`config.mk`:
```
export PLATFORM = sky130hd
export DESIGN_NAME = register_file_mp
export DESIGN_NICKNAME = d
export VERILOG_FILES = /design/src/rtl/regfile_pkg.sv /design/src/rtl/regfile_clear_ctrl.sv /design/src/rtl/register_file_mp.sv
export SDC_FILE = /design/constraint.sdc
export NUM_CORES = 2
export LEC_CHECK = 0
export CAP_MARGIN = 10
export CORE_ASPECT_RATIO = 1.75
export CORE_UTILIZATION = 40
export DETAILED_ROUTE_END_ITERATION = 10
export PLACE_DENSITY_LB_ADDON = 0.05
export SLEW_MARGIN = 15
export SYNTH_ARGS = -nofsm -noshare
export SYNTH_HDL_FRONTEND = slang
export SYNTH_SLANG_ARGS = --single-unit
```
`constraint.sdc`:
```
create_clock -name clock -period 44.3 [get_ports clock]
set_input_delay 8.86 -clock clock [delete_from_list [all_inputs] [get_ports clock]]
set_output_delay 8.86 -clock clock [all_outputs]
set_load 0.01 [all_outputs]
```
`src/rtl/regfile_pkg.sv`:
```
// regfile_pkg: shared types, default sizes and port-field slicing for register_file_mp
//   rf_state_t  : clear-engine FSM states
//   RF_*        : default width/depth/port-count constants
//   slice_field : extracts field p of width w from a packed port bus
package regfile_pkg;
  typedef enum logic {RF_IDLE, RF_CLEAR} rf_state_t;
  localparam int RF_DATA_W = 32;
  localparam int RF_DEPTH = 32;
  localparam int RF_NUM_RD = 2;
  localparam int RF_BUS_W = 64;
  function automatic logic [31:0] slice_field(input logic [RF_BUS_W-1:0] bus, input int p, input int w);
    logic [RF_BUS_W-1:0] mask;
    mask = (RF_BUS_W'(1) << w) - RF_BUS_W'(1);
    return 32'((bus >> (p * w)) & mask);
  endfunction
endpackage

```
`src/rtl/regfile_clear_ctrl.sv`:
```
// regfile_clear_ctrl: sequential clear engine, zeroes one entry per cycle
//   clock, reset : clock and asynchronous active-high reset
//   clear_req    : start a clear (ignored while busy)
//   busy         : high for exactly DEPTH cycles while clearing
//   clear_done   : one-cycle pulse after the last entry is cleared
//   clr_en       : zero entry clr_idx at the next edge
module regfile_clear_ctrl
  import regfile_pkg::*;
#(
  parameter int DEPTH = RF_DEPTH,
  parameter int ADDR_W = $clog2(DEPTH)
) (
  input  logic              clock,
  input  logic              reset,
  input  logic              clear_req,
  output logic              busy,
  output logic              clear_done,
  output logic              clr_en,
  output logic [ADDR_W-1:0] clr_idx
);
  rf_state_t state, state_n;
  logic [ADDR_W-1:0] idx_n;
  logic done_n, last;
  always_ff @(posedge clock or posedge reset) begin
    if (reset) begin
      state <= RF_IDLE;
      clr_idx <= '0;
      clear_done <= 1'b0;
    end else begin
      state <= state_n;
      clr_idx <= idx_n;
      clear_done <= done_n;
    end
  end
  always_comb begin
    last = 32'(clr_idx) == DEPTH - 1;
    busy = state == RF_CLEAR;
    clr_en = busy;
    state_n = busy ? (last ? RF_IDLE : RF_CLEAR) : (clear_req ? RF_CLEAR : RF_IDLE);
    idx_n = (busy && !last) ? clr_idx + 1'b1 : '0;
    done_n = busy && last;
  end
endmodule

```
`src/rtl/register_file_mp.sv`:
```
// register_file_mp: parametrised multi-port register file with registered reads and clear engine
//   clock, reset           : clock and asynchronous active-high reset (clears all state)
//   rd_en/rd_addr          : per-port read request and packed addresses
//   rd_data/rd_valid       : packed registered read data and per-port valid, 1 cycle latency
//   write_enable/write_reg/write_data : write port, committed only in IDLE and in range
//   wr_drop                : registered pulse for a discarded write (busy or out of range)
//   clear_req/busy/clear_done : sequential clear handshake
// Build option: REGFILE_BYPASS_EN forwards a same-edge committed write to matching reads.
module register_file_mp
  import regfile_pkg::*;
#(
  parameter int DATA_W = RF_DATA_W,
  parameter int DEPTH = RF_DEPTH,
  parameter int ADDR_W = $clog2(DEPTH),
  parameter int NUM_RD = RF_NUM_RD,
  parameter int ZERO_REG = 1
) (
  input  logic                     clock,
  input  logic                     reset,
  input  logic [NUM_RD-1:0]        rd_en,
  input  logic [NUM_RD*ADDR_W-1:0] rd_addr,
  output logic [NUM_RD*DATA_W-1:0] rd_data,
  output logic [NUM_RD-1:0]        rd_valid,
  input  logic                     write_enable,
  input  logic [ADDR_W-1:0]        write_reg,
  input  logic [DATA_W-1:0]        write_data,
  output logic                     wr_drop,
  input  logic                     clear_req,
  output logic                     busy,
  output logic                     clear_done
);
`ifdef REGFILE_BYPASS_EN
  localparam bit BYP = 1'b1;
`else
  localparam bit BYP = 1'b0;
`endif
  logic [DATA_W-1:0] mem [DEPTH];
  logic [ADDR_W-1:0] ra [NUM_RD];
  logic [DATA_W-1:0] rv [NUM_RD];
  logic [ADDR_W-1:0] clr_idx;
  logic clr_en, wr_in_range, wr_commit;
  regfile_clear_ctrl #(.DEPTH(DEPTH), .ADDR_W(ADDR_W)) u_clr (
    .clock(clock),
    .reset(reset),
    .clear_req(clear_req),
    .busy(busy),
    .clear_done(clear_done),
    .clr_en(clr_en),
    .clr_idx(clr_idx)
  );
  // Writes to the hardwired zero entry are swallowed without counting as drops.
  always_comb begin
    wr_in_range = 32'(write_reg) < DEPTH;
    wr_commit = write_enable && !busy && wr_in_range && !(ZERO_REG != 0 && write_reg == '0);
  end
  // Read value uses pre-edge storage, so clear-engine zeroing is never forwarded.
  always_comb begin
    for (int p = 0; p < NUM_RD; p++) begin
      ra[p] = ADDR_W'(slice_field(RF_BUS_W'(rd_addr), p, ADDR_W));
      rv[p] = (32'(ra[p]) >= DEPTH || (ZERO_REG != 0 && ra[p] == '0)) ? '0 :
              (BYP && wr_commit && write_reg == ra[p]) ? write_data : mem[ra[p]];
    end
  end
  always_ff @(posedge clock or posedge reset) begin
    if (reset) begin
      for (int i = 0; i < DEPTH; i++) mem[i] <= '0;
    end else begin
      if (wr_commit) mem[write_reg] <= write_data;
      if (clr_en) mem[clr_idx] <= '0;
    end
  end
  always_ff @(posedge clock or posedge reset) begin
    if (reset) begin
      rd_data <= '0;
      rd_valid <= '0;
      wr_drop <= 1'b0;
    end else begin
      rd_valid <= rd_en;
      wr_drop <= write_enable && (busy || !wr_in_range);
      for (int p = 0; p < NUM_RD; p++)
        if (rd_en[p]) rd_data[p*DATA_W +: DATA_W] <= rv[p];
    end
  end
endmodule

```
==> metrics <==
outcome complete, no violations; overall power between 2 and 2.5 mW; most frequent cells in the layout nand2_1, dfrtp_1, a21oi_1, mux2i_1, mux4_2; Hold Fails Final Rpt 0; die height 513 µm; Worst-Margin Slew roughly 1.2 ns; initial antenna violation count 15; Psw roughly 740 µW; final setup TNS 0 ns; DPL Wire Length ~150 mm; ranking of synthesized cells by area dfrtp_1, nand2_1, mux4_2; Reg area 0.0275 mm²; die area around 0.15 mm²; pre-CTS setup slack 29.97 ns; clock slew at reported path FFs 0.06 ns; Compound-Gate Fraction of Synth Area 0.129; Finished Cell Area approximately 0.066 mm²; crit start category input port; Simple-Gate Fraction of Synth Area 0.168; first-pass GRT wire length 377 mm; P_int ~1.7 mW; vias per inst slightly above 6; Max Freq approximately 75 MHz; final setup violation count 0; final hold slack between 0.5 and 0.6 ns; Synth Flop Type dfrtp_1; drt wl/cell approximately 32 µm; Post-Syn Area approximately 0.060 mm²; Post-DRT Antenna Nets 0; Synth top area share 0.460; Max VDD drop around 0.029 mV; Clock Root Buffer clkbuf_16; htree depth 3; Setup CP Type in2async; setup repair bufs after CTS 0; overall routed net length about 260 mm; Post-synth EDFFs 0; post-synthesis adder-cell area fraction 0.00105; commonest non-fill, non-tap cell in the layout nand2_1; gpl congestion 0.845; asr flop ratio synth 1.00; RSZ-0062 raised after global routing false; placed instance area about 0.063 mm²; Net Count, Synth ~6,400; CP Data Required Time 45.04 ns; syn avg cell area around 9.5 µm²; leak pwr around 28 nW; headroom to the max-slew limit 0.176; Placed Cells between 7,000 and 8,000; NumNets Final about 6,000; logic gate share of total power 0.151; cts hold-fix bufs 0; fraction of layout cells with a size suffix above 1 0.137; area of the multi-input gates between 0.03 and 0.04 mm²; proportion of synthesized area in mux cells 0.198; CTS tree done; grt total ovfl 0; CP max FO 170; largest net degree at the start of global routing 171; Initial Util 0.403; First DRT Iteration DRCs around 4,500; clock skew around 0.034 ns; Max Slew Vio Count 0; switching share of power 0.301; worst-skew pair later-pin latency about 0.76 ns; Netlist cell types 47; Hold Crit Class reg2reg; Flop pwr share 0.444; pwr dens ~37 mW/mm²; Residual DRC 0; Synth Instances between 6,000 and 7,000; I/O Buffers 121; Util after Layout 0.448; Final period util 0.301; Core Area 0.148 mm²; post-synth top area cell dfrtp_1; clock sinks 1,098; Area growth, synth to finish 11.2%; total CTS buffers 112; Synth Warn # 0; Clock Power Share 0.405; MaxCap Viol Count 0; number of synthesized register bits about 1,100; vias in the first global route 51,000; Die X 294 µm; First-pass DRT Iterations 5; largest family of logic cells by synthesized area multiplexers; sequential share of the synthesized area 0.460; # fillers approximately 14,000; XOR/XNOR Fraction of Synth Area 0.000294; worst path arrival time 14.06 ns; buffer depth of the longest clock path 3; PnR worst setup slack 30.97 ns; I/O pin cnt ~120; Post-Layout Cell Count 8,189; Rows 187; via count about 51,000; CTS resizes 0; element type at the critical path end asynchronous set/reset pin; fin crit period about 13 ns; gr usage total 0.347
==> Yosys cell counts (64+ instances only) <==
master,instances
o22ai_1,124
mux4_2,324
mux2_2,64
clkbuf_1,485
a2111oi_0,66
a21oi_1,1054
mux2i_1,378
dfrtp_1,1098
nor2_1,161
nand2_1,1989
nand2b_1,74
or4_1,64
buf_2,88
==> metal layers <==
layer,part of all wire,vias up,track usage
li1,-,21600,-
met5,0.00039,-,0
met1,0.38,25900,0.426
met3,0.068,705,0.0517
met2,0.50,2296,0.592
met4,0.056,14,0.172
==> flip-flops by register name, indices dropped and copies added, names as in the netlist <==
register and flops:
mem 1024, u_clr.clr_idx 5, rd_valid 2, u_clr.clear_done 1, wr_drop 1, rd_data 64, u_clr.busy 1
==> final timing paths <==
| kind | startpoint | end | slack, ns | cells after the start |
|---|---|---|---|---|
| setup reg to reg | u_clr.busy$_DFF_PP0_ | mem[443]$_DFF_PP0_ | 40.75 | 6 |
| setup / recovery | reset | mem[280]$_DFF_PP0_ | 30.97 | 7 |
| max in group clock | rd_addr[6] | rd_data[54]$_DFFE_PP0P_ | 31.95 | 7 |
| min in group asynchronous | reset | mem[102]$_DFF_PP0_ | 8.69 | 2 |
| hold reg to reg | mem[994]$_DFF_PP0_ | mem[994]$_DFF_PP0_ | 0.51 | 1 |
| hold / removal | mem[994]$_DFF_PP0_ | mem[994]$_DFF_PP0_ | 0.51 | 1 |
==> cell families (layout without fill, tap and decap cells) <==
logic type	count (synthesis)	count (layout)
buf+inv	626	514
fa+ha+maj	5	5
flops	1098	1098
mux	766	766
other cells	0	4
compound gates	1375	1375
simple gates	2441	2441
xor+xnor	2	2
==> worst max-delay path, cell delays in order <==
cell and delay (ns):
clkdlybuf4s50_1 0.54, inv_8 0.49, buf_12 0.73, buf_4 0.83, buf_4 0.72, buf_4 0.71, buf_4 0.84
==> power groups by stage <==
| stage | Sequential (mW) | Combinational (mW) | Clock, mW |
|---|---|---|---|
| floorplan | 1.10 | 0.209 | 0 |
| CTS | 1.09 | 0.368 | 1.01 |
| finish | 1.09 | 0.370 | 0.994 |
| global placement | 1.11 | 0.365 | 0 |
| global route | 1.09 | 0.387 | 1.04 |
| detailed placement | 1.11 | 0.367 | 0 |
==> area by class of cell <==
type,instances,area share
inverters,8,0.000566
clock buffers,166,0.0508
clock inverters,38,0.00511
repair buffers,302,0.0392
diodes,4,0.000151
multi-input cells,4589,0.453
well taps,1984,0.0374
flip-flops and latches,1098,0.414
Power figures use the tool's default switching activity.
